==> config.mk <==
export PLATFORM = sky130hd
export DESIGN_NAME = sar_seq_mc_flat
export DESIGN_NICKNAME = d
export VERILOG_FILES = /design/src/rtl/sar_pkg.sv /design/src/rtl/sar_seq_mc_if.sv /design/src/rtl/sar_core.sv /design/src/rtl/sar_seq_mc.sv /design/src/flat_wrapper.sv
export SDC_FILE = /design/constraint.sdc
export NUM_CORES = 1
export LEC_CHECK = 0
export ABC_CLOCK_PERIOD_IN_PS = 3500
export BUFFER_PORTS_ARGS = -buffer_cell sky130_fd_sc_hd__buf_2
export CAP_MARGIN = 20
export CORE_ASPECT_RATIO = 1.25
export CORE_MARGIN = 2
export CORE_UTILIZATION = 50
export CTS_CLUSTER_SIZE = 30
export DETAILED_ROUTE_END_ITERATION = 12
export PLACE_DENSITY = 0.79
export SYNTH_ARGS = -nofsm -noshare
export SYNTH_HDL_FRONTEND = slang
export SYNTH_HIERARCHICAL = 1
export SYNTH_SLANG_ARGS = --single-unit
==> constraint.sdc <==
create_clock -name clk -period 3.5 [get_ports clk]
set_input_delay 0.7 -clock clk [delete_from_list [all_inputs] [get_ports clk]]
set_output_delay 0.7 -clock clk [all_outputs]
set_load 0.02 [all_outputs]
==> src/rtl/sar_pkg.sv <==
// sar_pkg: shared definitions for the multi-channel SAR sequencer.
//   sar_state_e : sequencer FSM states
//   clog2_min1  : width helper, ceil(log2(n)) but never below one bit
package sar_pkg;

  typedef enum logic [2:0] {
    ST_IDLE,
    ST_SAMPLE,
    ST_CONV,
    ST_ACC,
    ST_NEXT
  } sar_state_e;

  // A select or counter for n distinct values; a single value still gets a
  // one-bit field so no port or register collapses to zero width.
  function automatic int clog2_min1(input int n);
    return (n <= 2) ? 1 : $clog2(n);
  endfunction

endpackage

==> src/rtl/sar_seq_mc_if.sv <==
// sar_seq_mc_if: analog-front-end and result bus of the SAR sequencer.
//   start, cont, ch_mask : scan control, driven by the host
//   cmp                  : comparator result, 1 means Vin > Vdac
//   dac_n                : active-low DAC trial word
//   ch_sel, sample       : analog mux select and S/H track enable
//   busy, data, data_ch, done : status and averaged result with its channel
// Modport slave is the sequencer side, master is the host/analog side.
interface sar_seq_mc_if #(
  parameter int SIZE = 8,
  parameter int NCH  = 4
);
  import sar_pkg::*;

  localparam int CHW = clog2_min1(NCH);

  logic            start;
  logic            cont;
  logic [NCH-1:0]  ch_mask;
  logic            cmp;
  logic [SIZE-1:0] dac_n;
  logic [CHW-1:0]  ch_sel;
  logic            sample;
  logic            busy;
  logic [SIZE-1:0] data;
  logic [CHW-1:0]  data_ch;
  logic            done;

  modport slave (
    input  start, cont, ch_mask, cmp,
    output dac_n, ch_sel, sample, busy, data, data_ch, done
  );

  modport master (
    output start, cont, ch_mask, cmp,
    input  dac_n, ch_sel, sample, busy, data, data_ch, done
  );

endinterface

==> src/rtl/sar_core.sv <==
// sar_core: one successive-approximation conversion, MSB first.
//   clk, rst_n  : clock, asynchronous active-low reset
//   start_conv  : pulse; the next SIZE cycles form one conversion
//   cmp         : comparator, sampled every conversion cycle
//   trial       : current trial word, zero whenever no conversion runs
//   conv_done   : high during the last conversion cycle
//   result      : final code, valid from the cycle after conv_done
module sar_core
  import sar_pkg::*;
#(
  parameter int SIZE = 8
) (
  input  logic            clk,
  input  logic            rst_n,
  input  logic            start_conv,
  input  logic            cmp,
  output logic [SIZE-1:0] trial,
  output logic            conv_done,
  output logic [SIZE-1:0] result
);

  localparam int BW = clog2_min1(SIZE);

  logic            r_active;
  logic [BW-1:0]   r_bit;
  logic [SIZE-1:0] r_trial;
  logic [SIZE-1:0] r_result;
  logic [SIZE-1:0] w_trial_nxt;

  // Decide the bit under test from cmp and raise the next lower trial bit.
  // NOTE: w_trial_nxt gets a full default before the conditional writes, so
  // no path leaves it unassigned and no latch is inferred.
  always_comb begin
    w_trial_nxt        = r_trial;
    w_trial_nxt[r_bit] = cmp;
    if (r_bit != '0) w_trial_nxt[r_bit - BW'(1)] = 1'b1;
  end

  // NOTE: state registers use non-blocking assignments so every flop samples
  // pre-edge values regardless of statement order.
  always_ff @(posedge clk or negedge rst_n) begin
    if (!rst_n) begin
      r_active <= 1'b0;
      r_bit    <= '0;
      r_trial  <= '0;
      r_result <= '0;
    end else if (start_conv) begin
      r_active <= 1'b1;
      r_bit    <= BW'(SIZE - 1);
      r_trial  <= {1'b1, {(SIZE-1){1'b0}}};
    end else if (r_active) begin
      if (r_bit == '0) begin
        // Last decision: keep the code, return the DAC to all-zero trial.
        r_result <= w_trial_nxt;
        r_trial  <= '0;
        r_active <= 1'b0;
      end else begin
        r_trial <= w_trial_nxt;
        r_bit   <= r_bit - BW'(1);
      end
    end
  end

  assign trial     = r_trial;
  assign conv_done = r_active && (r_bit == '0);
  assign result    = r_result;

endmodule

==> src/rtl/sar_seq_mc.sv <==
// sar_seq_mc: multi-channel SAR ADC sequencer with result averaging.
//   clk, rst_n : clock, asynchronous active-low reset
//   bus        : sar_seq_mc_if.slave (scan control, comparator, DAC word,
//                mux select, S/H enable, busy, averaged result, done pulse)
// Each enabled channel is sampled SAMPLE_CYC clocks, converted in SIZE
// clocks, accumulated; after 2^AVG_LOG2 conversions the mean is published
// with a one-clock done pulse, then the scan moves to the next channel.
module sar_seq_mc
  import sar_pkg::*;
#(
  parameter int SIZE       = 8,
  parameter int NCH        = 4,
  parameter int AVG_LOG2   = 0,
  parameter int SAMPLE_CYC = 2
) (
  input  logic        clk,
  input  logic        rst_n,
  sar_seq_mc_if.slave bus
);

  localparam int CHW  = clog2_min1(NCH);
  localparam int SCW  = clog2_min1(SAMPLE_CYC);
  localparam int ACCW = SIZE + AVG_LOG2;
  localparam int AVW  = AVG_LOG2 + 1;

  sar_state_e      r_state;
  logic [SCW-1:0]  r_sample_cnt;
  logic [AVW-1:0]  r_avg_cnt;
  logic [ACCW-1:0] r_acc;
  logic [SIZE-1:0] r_data;
  logic [CHW-1:0]  r_data_ch;
  logic [CHW-1:0]  r_ch_sel;
  logic [NCH-1:0]  r_scan_mask;
  logic            r_sample;
  logic            r_busy;
  logic            r_done;

  logic [SIZE-1:0] w_trial;
  logic [SIZE-1:0] w_result;
  logic            w_conv_done;
  logic            w_start_conv;
  logic            w_mask_any;
  logic [CHW-1:0]  w_lo_in;
  logic            w_hi_ok;
  logic [CHW-1:0]  w_hi_ch;
  logic [ACCW-1:0] w_acc_sum;
  logic            w_last_conv;

  sar_core #(.SIZE(SIZE)) u_core (
    .clk        (clk),
    .rst_n      (rst_n),
    .start_conv (w_start_conv),
    .cmp        (bus.cmp),
    .trial      (w_trial),
    .conv_done  (w_conv_done),
    .result     (w_result)
  );

  // Channel search: lowest set bit of the live mask (scan start / wrap) and
  // the next set bit of the latched mask above the current channel. Both
  // loops run downward so the lowest qualifying index is written last.
  always_comb begin
    w_lo_in = '0;
    w_hi_ok = 1'b0;
    w_hi_ch = '0;
    for (int i = NCH - 1; i >= 0; i--) begin
      if (bus.ch_mask[i]) w_lo_in = CHW'(i);
      if (r_scan_mask[i] && (i > int'(r_ch_sel))) begin
        w_hi_ok = 1'b1;
        w_hi_ch = CHW'(i);
      end
    end
  end

  assign w_mask_any   = |bus.ch_mask;
  // Raised in the last hold cycle so the core shows the MSB trial on the
  // first CONV cycle.
  assign w_start_conv = (r_state == ST_SAMPLE) && (r_sample_cnt == SCW'(SAMPLE_CYC - 1));
  assign w_acc_sum    = r_acc + ACCW'(w_result);
  assign w_last_conv  = (r_avg_cnt == AVW'((1 << AVG_LOG2) - 1));

  always_ff @(posedge clk or negedge rst_n) begin
    if (!rst_n) begin
      r_state      <= ST_IDLE;
      r_sample_cnt <= '0;
      r_avg_cnt    <= '0;
      r_acc        <= '0;
      r_data       <= '0;
      r_data_ch    <= '0;
      r_ch_sel     <= '0;
      r_scan_mask  <= '0;
      r_sample     <= 1'b0;
      r_busy       <= 1'b0;
      r_done       <= 1'b0;
    end else begin
      r_done <= 1'b0;
      case (r_state)
        ST_IDLE: begin
          if (bus.start && w_mask_any) begin
            r_scan_mask  <= bus.ch_mask;
            r_ch_sel     <= w_lo_in;
            r_sample_cnt <= '0;
            r_sample     <= 1'b1;
            r_busy       <= 1'b1;
            r_state      <= ST_SAMPLE;
          end
        end
        ST_SAMPLE: begin
          if (w_start_conv) begin
            r_sample <= 1'b0;
            r_state  <= ST_CONV;
          end else begin
            r_sample_cnt <= r_sample_cnt + SCW'(1);
          end
        end
        ST_CONV: begin
          if (w_conv_done) r_state <= ST_ACC;
        end
        ST_ACC: begin
          if (w_last_conv) begin
            // Divide by 2^AVG_LOG2 by dropping the low accumulator bits.
            r_data    <= w_acc_sum[ACCW-1:AVG_LOG2];
            r_data_ch <= r_ch_sel;
            r_done    <= 1'b1;
            r_acc     <= '0;
            r_avg_cnt <= '0;
            r_state   <= ST_NEXT;
          end else begin
            r_acc        <= w_acc_sum;
            r_avg_cnt    <= r_avg_cnt + AVW'(1);
            r_sample_cnt <= '0;
            r_sample     <= 1'b1;
            r_state      <= ST_SAMPLE;
          end
        end
        ST_NEXT: begin
          if (w_hi_ok) begin
            r_ch_sel     <= w_hi_ch;
            r_sample_cnt <= '0;
            r_sample     <= 1'b1;
            r_state      <= ST_SAMPLE;
          end else if (bus.cont && w_mask_any) begin
            // Wrap: the live mask is re-latched here, so mask edits made
            // during a scan apply from this point on.
            r_scan_mask  <= bus.ch_mask;
            r_ch_sel     <= w_lo_in;
            r_sample_cnt <= '0;
            r_sample     <= 1'b1;
            r_state      <= ST_SAMPLE;
          end else begin
            r_busy  <= 1'b0;
            r_state <= ST_IDLE;
          end
        end
        default: r_state <= ST_IDLE;
      endcase
    end
  end

  assign bus.dac_n   = ~w_trial;
  assign bus.ch_sel  = r_ch_sel;
  assign bus.sample  = r_sample;
  assign bus.busy    = r_busy;
  assign bus.data    = r_data;
  assign bus.data_ch = r_data_ch;
  assign bus.done    = r_done;

endmodule

==> src/flat_wrapper.sv <==
// flat-port wrapper written by rule: the top's interface ports become plain ports
module sar_seq_mc_flat import sar_pkg::*;
#(
  parameter int SIZE       = 8,
  parameter int NCH        = 4,
  parameter int AVG_LOG2   = 0,
  parameter int SAMPLE_CYC = 2
)
  (clk, rst_n, bus_start, bus_cont, bus_ch_mask, bus_cmp, bus_dac_n, bus_ch_sel, bus_sample, bus_busy, bus_data, bus_data_ch, bus_done);
  sar_seq_mc_if #(.SIZE(SIZE), .NCH(NCH)) bus_i ();
  input  logic clk;
  input  logic rst_n;
  input wire logic [$bits(bus_i.start)-1:0] bus_start;
  input wire logic [$bits(bus_i.cont)-1:0] bus_cont;
  input wire logic [$bits(bus_i.ch_mask)-1:0] bus_ch_mask;
  input wire logic [$bits(bus_i.cmp)-1:0] bus_cmp;
  output wire logic [$bits(bus_i.dac_n)-1:0] bus_dac_n;
  output wire logic [$bits(bus_i.ch_sel)-1:0] bus_ch_sel;
  output wire logic [$bits(bus_i.sample)-1:0] bus_sample;
  output wire logic [$bits(bus_i.busy)-1:0] bus_busy;
  output wire logic [$bits(bus_i.data)-1:0] bus_data;
  output wire logic [$bits(bus_i.data_ch)-1:0] bus_data_ch;
  output wire logic [$bits(bus_i.done)-1:0] bus_done;
  assign bus_i.start = bus_start;
  assign bus_i.cont = bus_cont;
  assign bus_i.ch_mask = bus_ch_mask;
  assign bus_i.cmp = bus_cmp;
  assign bus_dac_n = bus_i.dac_n;
  assign bus_ch_sel = bus_i.ch_sel;
  assign bus_sample = bus_i.sample;
  assign bus_busy = bus_i.busy;
  assign bus_data = bus_i.data;
  assign bus_data_ch = bus_i.data_ch;
  assign bus_done = bus_i.done;
  sar_seq_mc #(.SIZE(SIZE), .NCH(NCH), .AVG_LOG2(AVG_LOG2), .SAMPLE_CYC(SAMPLE_CYC)) u_core (.clk(clk), .rst_n(rst_n), .bus(bus_i));
endmodule
After elaboration in Yosys (flattened, before gate mapping) --
Index checks and enable logic that the tools add are counted.
Storage, ports and cells: flip-flop bits (word level) 52, bits in latches 0, bits in writable memories 0, memory bits (read-only) 0, bits of input ports 9, output and inout port bits 23, logic and storage cells 128, memories 0
Cells by class: $add $sub $neg 4, multiply operators 0, div/mod/pow operators 0, magnitude comparators 7, equal/unequal tests 14, shift-type cells 0, muxes and demuxes 59, bitwise gates (word level) 4, reductions and logical operators 25
Operator list (number):
- 2-to-1 mux 8 bit | 5
- 2-to-1 mux 1 bit | 24
- 2-to-1 mux 3 bit | 8
- 2-to-1 mux 2 bit | 10
- case mux 3 bit (5 select lines) | 1
- 2-to-1 mux 4 bit | 3
- != test 2 bit (second input constant) | 6
- AND reduction 5 bit | 2
- logical AND 1 bit | 9
- AND reduction 3 bit | 3
- adder 8 bit | 1
- bitwise mux 8 bit | 1
- less-than comparator 3 x 4 -> 1 bit (second input constant) | 2
- NOT 8 bit | 1
- bitwise OR 8 bit | 1
- case mux 1 bit (4 select lines) | 2
- case mux 4 bit (2 select lines) | 1
- AND reduction 4 bit | 2
- demux 1 bit (select 3 bit) | 2
- == test 3 x 2 -> 1 bit (second input constant) | 2
- >= comparator 3 x 1 -> 1 bit (second input constant) | 2
- logical NOT 3 bit | 2
- != test 2 x 1 -> 1 bit (second input constant) | 3
- greater-than comparator 2 bit (first input constant) | 2
- other kinds (14) | 18

Depth between registers and ports, before layout --
Gate-level depths: netlist of run 1.
depth in word-level cells 10, gate-level depth with buffers 8, mapped depth without buffers 7

Hierarchy --
Netlist of run 1, hierarchy kept.
Modules (own cells, without submodules):
- sar_seq_mc | times used 1, cells an instance 129, area an instance 1128.6 µm²
- sar_core | times used 1, cells an instance 102, area an instance 1062.3 µm²

Least setup slack after synthesis of run 1 --
OpenSTA, ideal clock, no wires.
path type input to register, start input bus_ch_mask[1], end register u_core.r_ch_sel[0], in the netlist u_core/bus.ch_sel[0], library setup time 125 ps, arrival 1686 ps, data required time 3375 ps, slack 1689 ps, cell stages on the path 5, cells stage by stage nor4_4 > nand2b_1 > and3_1 > a21oi_2 > mux2_4
On the way: longest elaborated chain between the ends 5, elaborated cells on any way between the ends 12, classes of those cells eq/ne: 2; mux: 6; reduce/logical: 4
RTL lines:
- from (decl) | RTL line flat_wrapper.sv:15 | input wire logic [$bits(bus_i.ch_mask)-1:0] bus_ch_mask;
- 2-to-1 mux 2 bit (2 in a row) | RTL line sar_seq_mc.sv:67 | if (bus.ch_mask[i]) w_lo_in = CHW'(i);
- 2-to-1 mux 2 bit | RTL line sar_seq_mc.sv:142 | end else if (bus.cont && w_mask_any) begin
- 2-to-1 mux 2 bit | RTL line sar_seq_mc.sv:137 | if (w_hi_ok) begin
- case mux 2 bit (2 select lines) | RTL line sar_seq_mc.sv:97 | case (r_state)
- to (signal assigned) | RTL line sar_seq_mc.sv:101 | r_ch_sel <= w_lo_in;
- to (signal assigned) | RTL line sar_seq_mc.sv:138 | r_ch_sel <= w_hi_ch;
- to (signal assigned) | RTL line sar_seq_mc.sv:146 | r_ch_sel <= w_lo_in;
- to (decl) | RTL line sar_seq_mc.sv:32 | logic [CHW-1:0] r_ch_sel;
Parallel ways exist; a longest one is shown, timed or not. The select of a mux whose other input is x is not followed. A chain may end at the register's enable or synchronous reset.

Worst setup path in the final report of run 1 --
start register u_core.u_core.r_bit[0], end register u_core.u_core.r_result[4], in the netlist u_core/u_core/result[4]
On the way: longest elaborated chain between the ends 7, elaborated cells on any way between the ends 17, classes of those cells add/sub: 1; order compare: 4; mux: 6; bitwise: 1; reduce/logical: 5
RTL lines:
- from (decl) | RTL line sar_core.sv:25 | logic [BW-1:0] r_bit;
- from (signal assigned) | RTL line sar_core.sv:49 | r_bit <= BW'(SIZE - 1);
- from (signal assigned) | RTL line sar_core.sv:59 | r_bit <= r_bit - BW'(1);
- subtractor 3 x 1 -> 3 bit (tied with other cells) | RTL line sar_core.sv:36 | if (r_bit != '0) w_trial_nxt[r_bit - BW'(1)] = 1'b1;
- less-than comparator 3 x 4 -> 1 bit (implied by the code) (tied with other cells) | RTL line sar_core.sv:36
- logical AND 1 bit (implied by the code) / 2-to-1 mux 1 bit (equally long branches) | RTL line sar_core.sv:36, sar_core.sv:35
- 2-to-1 mux 1 bit (implied by the code) / demux 1 bit (select 3 bit) (equally long branches) | RTL line sar_core.sv:36, sar_core.sv:35
- demux 1 bit (select 3 bit) / bitwise mux 8 bit (equally long branches) | RTL line sar_core.sv:36, sar_core.sv:35
- bitwise OR 8 bit (no line)
- 2-to-1 mux 8 bit | RTL line sar_core.sv:36
- to (signal assigned) | RTL line sar_core.sv:54 | r_result <= w_trial_nxt;
- to (decl) | RTL line sar_core.sv:27 | logic [SIZE-1:0] r_result;
Parallel ways exist; a longest one is shown, timed or not.

==> out/results.txt, run 1 <==
Routed WL: 4.33 mm
CTS tree: done
Status: completed
Critical-path cell list: inv_1 > ha_1 > or2b_4 > nor2_4 > mux2_2
Largest net degree at the start of global routing: 43
Tot Pwr: 2.51 mW
Syn Inst Count: 231
Cell total after placement: 308
Worst Skew: 0.00311 ns
Skew-Pair Late Insertion Delay: 0.29 ns
CP arrival: 2.23 ns
DRT iter0 DRCs: 125
Final GP Congestion: 0.881
PD cells: 1020 nW/um^2
Drt pass-1 iters: 4
Vias in the first global route: 1623
Routed len/inst: 13.7 um
Area of the core: 4160 um^2
Synth-to-Final Area Change: 12.3%
Int Power: 1.41 mW
Peak VDD IR: 518 uV
H-tree levels: 2
Vias: 1740
Die Width: 63.2 um
WP data required: 3.68 ns
Min cycle time layout: 2.05 ns
Die H: 78.0 um
CTS clk-pin slew, worst paths: 0.08 ns
Setup crit end kind: flip-flop
Total grt overflow: 0
Worst setup SP type: flip-flop
Main flop type after synthesis: dfrtp_1
CTS Root Cell: clkbuf_8
CTS Buffer Depth: 2
Final setup viols: 0
Register bit total from synthesis: 42
Sequential Power Share: 38.1%
Non-Filler Instances: 316
All-Layer GR Usage: 19.2%
Total CTS buffers: 5
Crit-path max cell delay: 0.50 ns
Hold Vio Cnt, Final: 0
Worst hold slack: 0.471 ns
CTS Hold Bufs: 0
Post-synth EDFFs: 0
Share of layout cells above drive strength 1: 20.8%
Yosys Warn Count: 6
Mapped cell area: 2190 um^2
Post-Syn Nets: 242
Rows: 26
CTS resizes: 0
Hold Crit Class: flip-flop to flip-flop
Worst-path fanout max: 14
Sequential area share after synthesis: 48.0%
Net Sw Frac: 43.7%
Clock share of power: 14.2%
Die area: 4930 um^2
N_diodes: 0
Commonest non-fill, non-tap cell in the layout: dfrtp_1
Library cells used by synthesis: 51
Setup Fix Bufs, Post-CTS: 0
Worst Path Buf+Inv: 1
Comb pwr share: 47.7%
Final Net Count: 270
Count of final max-slew check failures: 0
Max-slew headroom: 38.4%
Vias/cell: 5.51
CP max-delay cell: dfrtp_1
Clk sinks: 42
Most frequent cells in the layout: dfrtp_1 (42), nand2_1 (40), buf_2 (31)
First-pass GRT wire length: 7.39 mm
FFs w/ async S/R, synth: 100%
Crit path max-delay family: simple AND/OR/NAND/NOR gates
Initial antenna violation count: 0
Detailed-route DRC error count: 0
Leak: 1.19 nW
Final HPWL DP: 3.03 mm
Post-route ant nets: 0
Io pins: 32
Average size of a mapped cell: 9.48 um^2
MaxCap Viol Count: 0
CP Class: flip-flop to flip-flop
Starting Density: 52.6%
Setup_tns: 0 ns
RSZ-0062 raised after global routing: no
# port buffers: 31
Max Fclk: 489 MHz
Final cycle utilization of the critical path: 58.4%
Worst Tran Pin Value: 0.924 ns
NetSw: 1.10 mW
worst reg2reg max path, delay by kind of cell (launching register included):
kind                     cells  cell delay [ns]
multiplexers                 1             0.37
AND/OR/NAND/NOR              2             0.58
buffers and inverters        1             0.25
flip-flops                   1             0.50
adder cells (fa/ha/maj)      1             0.23
power groups by stage:
stage	sequential, mW	clock (mW)	combinational (mW)
2_1_floorplan	0.963	0	0.912
3_3_place_gp	0.957	0	1.17
3_5_place_dp	0.966	0	1.19
4_1_cts	0.955	0.368	1.20
5_1_grt	0.994	0.393	1.32
6_report	0.957	0.357	1.20
cell usage after synthesis (2+ instances only):
cell,count,area (um^2)
o21ai_0,7,35.0
o31a_1,2,17.5
mux2i_1,9,90.1
nor3_1,6,30.0
mux2_1,2,22.5
mux2_2,3,33.8
nor2b_1,3,18.8
nand2b_1,8,50.1
nand4_1,2,12.5
ha_1,2,25.0
buf_4,2,15.0
o21ai_1,2,10.0
a211o_1,6,52.6
inv_1,15,56.3
nand3_1,3,15.0
buf_6,2,22.5
o221ai_1,2,17.5
a211oi_1,2,15.0
nor4_1,2,12.5
nor2_1,20,75.1
nand2_1,40,150
buf_2,4,20.0
dfrtp_1,42,1050
o31ai_1,2,15.0
nand3b_1,3,22.5
a21oi_1,14,70.1
nor3b_1,2,15.0
routing by layer:
layer | vias to the layer above | track usage, % | wire (um)
met3 | 6 | 4.73 | 228
met5 | - | 0 | 0
met2 | 50 | 32.7 | 2240
met4 | 0 | 7.17 | 59
met1 | 838 | 23.6 | 1810
li1 | 846 | - | -
through the flow:
stage,utilization (%),setup slack [ns],instance area (um^2)
after floorplan,-,1.69,2190
after global placement,56.4,1.45,2350
after detailed placement,56.4,1.43,2350
after CTS,59.1,1.45,2460
after global routing,59.1,1.29,2460
final,59.1,1.45,2460
final cells by class:
class | instances | area [um^2]
clock buffers | 8 | 110
fillers | 412 | 1700
inverters | 16 | 60.1
multi-input cells | 163 | 1010
flip-flops and latches | 42 | 1050
well taps | 56 | 70.1
repair buffers | 31 | 155
state kept, by name, summed over array words and instances, names as in the netlist, 2 cells and up:
| register | count |
|---|---|
| u_core/bus.data | 8 |
| u_core/r_scan_mask | 3 |
| u_core/bus.ch_sel | 2 |
| u_core/u_core/trial | 8 |
| u_core/bus.data_ch | 2 |
| u_core/r_state | 3 |
| u_core/u_core/r_bit | 3 |
| u_core/u_core/result | 8 |
path summary, 6_finish.rpt:
path | start | cells after the start | slack [ns] | to
max in group asynchronous | rst_n | 1 | 2.38 | u_core/r_scan_mask[2]
hold reg to reg | u_core/u_core/result[6] | 2 | 0.47 | u_core/bus.data[6]
setup / recovery | u_core/u_core/r_bit[0] | 5 | 1.45 | u_core/u_core/result[4]
setup reg to reg | u_core/u_core/r_bit[0] | 5 | 1.45 | u_core/u_core/result[4]
min in group asynchronous | rst_n | 1 | 0.53 | u_core/bus.sample
hold / removal | u_core/u_core/result[6] | 2 | 0.47 | u_core/bus.data[6]
cell families after synthesis:
kind of cell / after synthesis / synth area share [%]
muxes: 15 / 7.37
xor gates and xnor gates: 1 / 0.400
buffers and inverters: 26 / 5.77
DFF: 42 / 48.0
AOI/OAI and AO/OA: 47 / 14.6
adders and majority gates: 2 / 1.14
and+or+nand+nor: 98 / 22.7
(Power assumes the default switching activity.)
==> run 2: changes to the inputs <==
- ABC_CLOCK_PERIOD_IN_PS: 3500 -> 1910
- clock period: 3.5 -> 1.91 ns (I/O delays scaled with it)
==> run 2 against run 1 <==
Fmax is 18% higher; count of clock-buffer cells in the layout decreased by 2; final cell count is 3.5% higher; global-route usage up 1.5 points; critical path type unchanged; critical endpoint is now u_core/u_core/trial[2]; highest routed layer unchanged.
==> out/results.txt, run 2 (same netlist as run 1, synthesis figures left out) <==
Hold Vio Cnt, Final: 0
Clk sinks: 42
Worst Path Buf+Inv: 0
Area of the core: 4160 um^2
Fillers: 377
Final GP Congestion: 0.829
CTS Hold Bufs: 0
Dpl ws: 0.149 ns
Sequential Power Share: 35.4%
Count of final max-slew check failures: 0
WP data required: 2.09 ns
Worst-path fanout max: 12
Multi-input logic area: 1010 um^2
N_diodes: 0
MaxCap Viol Count: 0
Total grt overflow: 0
NetSw: 2.05 mW
CTS Root Cell: clkbuf_8
Crit-path max cell delay: 0.38 ns
Final setup viols: 0
Final HPWL DP: 3.39 mm
Max-slew headroom: 65.8%
# port buffers: 31
Setup crit end kind: flip-flop
Reg area: 1050 um^2
Detailed-route DRC error count: 0
Setup_tns: 0 ns
Leak: 1.24 nW
Comb pwr share: 52.1%
Post-route ant nets: 0
Largest net degree at the start of global routing: 24
Max Fclk: 577 MHz
CP max-delay cell: dfrtp_1
Skew-Pair Late Insertion Delay: 0.29 ns
Setup ws final: 0.178 ns
H-tree levels: 2
First-pass GRT wire length: 7.94 mm
Most frequent cells in the layout: dfrtp_1 (42), nand2_1 (40), buf_2 (31)
CTS clk-pin slew, worst paths: 0.07 ns
Drt pass-1 iters: 4
All-Layer GR Usage: 20.7%
Net Sw Frac: 43.9%
Routed WL: 4.52 mm
Clock share of power: 12.5%
Die H: 78.0 um
CTS Buffer Depth: 2
Synth-to-Final Area Change: 15.4%
Rows: 26
Worst Skew: 0.00407 ns
Commonest non-fill, non-tap cell in the layout: dfrtp_1
PD cells: 1850 nW/um^2
CTS resizes: 0
Int Power: 2.62 mW
Final Net Count: 281
Hold Crit Class: primary input to async pin
Total CTS buffers: 5
Min cycle time layout: 1.73 ns
Vias: 1757
CP arrival: 1.91 ns
RSZ-0062 raised after global routing: no
Share of layout cells above drive strength 1: 24.0%
Starting Density: 52.6%
Vias in the first global route: 1678
Initial antenna violation count: 0
Io pins: 32
Setup Fix Bufs, Post-CTS: 0
Die area: 4930 um^2
Vias/cell: 5.37
CP Class: flip-flop to flip-flop
Worst setup SP type: flip-flop
Critical-path cell list: nand2b_1 > nor2_1 > nand2b_2 > nand2b_4 > nor2_1 > a211o_1
DRT iter0 DRCs: 167
Most common cell on crit path: nor2_1
Worst Tran Pin Value: 0.511 ns
Routed len/inst: 13.8 um
Final cycle utilization of the critical path: 90.7%
Status: completed
Peak VDD IR: 783 uV
Die Width: 63.2 um
CTS tree: done
Crit path max-delay family: simple AND/OR/NAND/NOR gates
-- run 2: final cells by class --
class | count | area share [%]
clock buffers | 6 | 3.27
clock inverters | 2 | 0.495
inverters | 16 | 2.38
multi-input cells | 163 | 40.1
flip-flops and latches | 42 | 41.6
well taps | 56 | 2.77
repair buffers | 42 | 9.41
-- run 2: power by group through the flow --
stage	Clock, mW	Sequential (mW)	Combinational [mW]
final	0.584	1.65	2.43
after global routing	0.657	1.72	2.70
after CTS	0.602	1.65	2.44
after detailed placement	0	1.66	2.43
after global placement	0	1.65	2.38
after floorplan	0	1.76	1.67
-- run 2: path summary, 6_finish.rpt --
check	start	to	slack (ns)	depth (start not counted)
worst min register to register	u_core/bus.data[5]	u_core/bus.data[5]	0.47	2
worst max-delay path	u_core/r_state[2]	u_core/u_core/trial[2]	0.18	6
min in group clk	bus_ch_mask[2]	u_core/r_scan_mask[2]	0.39	2
max in group asynchronous	rst_n	u_core/u_core/trial[3]	1.32	2
worst max register to register	u_core/r_state[2]	u_core/u_core/trial[2]	0.18	6
worst min-delay path	rst_n	u_core/bus.data[3]	0.04	1
-- run 2: stage by stage --
stage	hold WS (ns)	std cells	utilization, %	cell area, um^2	total power [mW]
global route	0.0572	327	60.7	2530	5.07
finish	0.0437	327	60.7	2530	4.67
detailed placement	0.380	319	58.4	2430	4.09
floorplan	0.0864	231	-	2190	3.44
CTS	0.0598	327	60.7	2530	4.69
global placement	0.369	319	58.4	2430	4.03
-- run 2: layer usage --
| layer | up-vias | share of wire [%] | global-route usage [%] |
|---|---|---|---|
| met5 | - | 0 | 0 |
| met4 | 0 | 1.2 | 8.26 |
| met3 | 6 | 5.1 | 4.73 |
| met2 | 54 | 50 | 34.1 |
| met1 | 824 | 44 | 26.4 |
| li1 | 873 | - | - |
==> run 3: changes to the inputs <==
--- a/config.mk
+++ b/config.mk
@@ -16,2 +16,3 @@
 export PLACE_DENSITY = 0.79
+export REMOVE_ABC_BUFFERS = 1
 export SYNTH_ARGS = -nofsm -noshare
==> constraint.sdc (replaced) <==
create_clock -name clk -period 1.91 [get_ports clk]
set_input_delay 0.2865 -clock clk [delete_from_list [all_inputs] [get_ports clk]]
set_output_delay 0.2865 -clock clk [all_outputs]
set_load 0.02 [all_outputs]
==> run 3 against run 2 <==
Clock power rose by 16%; non-clock buffer count fell by 5; utilization fell by 0.57 points; routed wire length rose by 0.13%; largest cell class unchanged; highest routed layer unchanged.
==> out/results.txt, run 3 (same netlist as run 1, synthesis figures left out) <==
Rows: 26
Setup Fix Bufs, Post-CTS: 0
Hold Vio Cnt, Final: 0
PD cells: 1880 nW/um^2
N_diodes: 0
Io pins: 32
# port buffers: 31
Largest net degree at the start of global routing: 43
CTS Buffer Depth: 2
Status: completed
RSZ-0062 raised after global routing: no
Starting Density: 52.6%
Hold Crit Class: primary input to async pin
Sequential Power Share: 35.9%
FF-to-FF path depth: 6
CTS tree: done
Total grt overflow: 0
Final cycle utilization of the critical path: 93.7%
Max-slew headroom: 65.0%
CTS Root Cell: clkbuf_8
First-pass GRT wire length: 7.91 mm
Post-route ant nets: 0
WP data required: 2.09 ns
Routed WL: 4.52 mm
All-Layer GR Usage: 20.3%
Non-Filler Instances: 322
CTS clk-pin slew, worst paths: 0.08 ns
Worst setup SP type: flip-flop
H-tree levels: 2
Tot Pwr: 4.71 mW
Cell total after placement: 314
Die H: 78.0 um
Critical-path cell list: inv_1 > ha_1 > nor3_1 > a21oi_1 > nor4_1 > a211o_1
Die Width: 63.2 um
Skew-Pair Late Insertion Delay: 0.29 ns
Synth-to-Final Area Change: 14.3%
Fillers: 384
Vias/cell: 5.50
Setup ws final: 0.120 ns
Share of layout cells above drive strength 1: 22.6%
Setup_tns: 0 ns
Count of final max-slew check failures: 0
Vias: 1771
NetSw: 2.05 mW
Die area: 4930 um^2
Worst hold slack: 0.0502 ns
Area of the core: 4160 um^2
Min cycle time layout: 1.79 ns
Placement Cell Area: 2390 um^2
Peak VDD IR: 1210 uV
Final Net Count: 276
Final GP Congestion: 0.889
Int Power: 2.66 mW
Cell area after layout: 2500 um^2
Dpl ws: 0.182 ns
Final setup viols: 0
Total CTS buffers: 5
Max Fclk: 559 MHz
Worst Skew: 0.00439 ns
MaxCap Viol Count: 0
Crit-path max cell delay: 0.39 ns
CTS resizes: 0
Clk sinks: 42
DRT iter0 DRCs: 109
CTS Hold Bufs: 0
Net Sw Frac: 43.5%
Final HPWL DP: 3.28 mm
Most frequent cells in the layout: dfrtp_1 (42), nand2_1 (40), buf_2 (31)
End-of-flow core utilization: 60.1%
Leak: 1.22 nW
Worst-path fanout max: 7
Detailed-route DRC error count: 0
Worst Tran Pin Value: 0.524 ns
Commonest non-fill, non-tap cell in the layout: dfrtp_1
Initial antenna violation count: 0
Routed len/inst: 14.0 um
Setup crit end kind: flip-flop
Vias in the first global route: 1701
CP arrival: 1.97 ns
CP Class: flip-flop to flip-flop
CP max-delay cell: dfrtp_1
Clock share of power: 14.4%
Comb pwr share: 49.7%
Drt pass-1 iters: 4
[run 3: changes by cell type in the layout (fill, tap and decap cells not counted), sizes merged]
cell / previous run / this run
buf: 42 / 37
clkinv: 1 / 2
bufinv: 0 / 1
clkinvlp: 1 / 0
clkbuf: 6 / 5
[run 3: metal layers]
layer	vias to the layer above	global-route usage [%]	share of wire, %
met5	-	0	0
met4	0	7.39	2.1
met3	9	4.73	5.2
met2	64	33.5	50
met1	838	26.3	43
li1	860	-	-
[run 3: path summary, 6_finish.rpt]
check                           slack (ns)                     end                    start
worst max-delay path                  0.12  u_core/u_core/trial[2]   u_core/u_core/r_bit[0]
worst min-delay path                  0.05       u_core/bus.sample                    rst_n
worst max register to register        0.12  u_core/u_core/trial[2]   u_core/u_core/r_bit[0]
worst min register to register        0.47      u_core/bus.data[2]  u_core/u_core/result[2]
max in group asynchronous             1.50  u_core/u_core/r_bit[0]                    rst_n
min in group clk                      0.29   u_core/r_scan_mask[3]           bus_ch_mask[3]
[run 3: cell type report]
| class | count | area (um^2) | share of cell area, % |
|---|---|---|---|
| Tap cell | 56 | 70.1 | 2.80 |
| Timing Repair Buffer | 37 | 200 | 8.00 |
| Inverter | 16 | 60.1 | 2.40 |
| Clock buffer | 5 | 68.8 | 2.75 |
| Multi-Input combinational cell | 163 | 1010 | 40.5 |
| Sequential cell | 42 | 1050 | 42.0 |
| Clock inverter | 3 | 40.0 | 1.60 |
[run 3: worst max-delay path, delay by kind of cell (launching register included)]
| kind | cells | cell delay, ns |
|---|---|---|
| and+or+nand+nor | 2 | 0.22 |
| adders and majority gates | 1 | 0.31 |
| AOI/OAI and AO/OA | 2 | 0.57 |
| DFF | 1 | 0.39 |
| buffers and inverters | 1 | 0.20 |
[run 3: power by group through the flow]
stage                     clock network, mW  registers [mW]  logic (mW)
after floorplan                           0            1.84        1.48
after global routing                  0.748            1.76        2.58
after detailed placement                  0            1.71        2.32
final                                 0.680            1.69        2.34
after global placement                    0            1.69        2.28
after CTS                             0.707            1.69        2.35
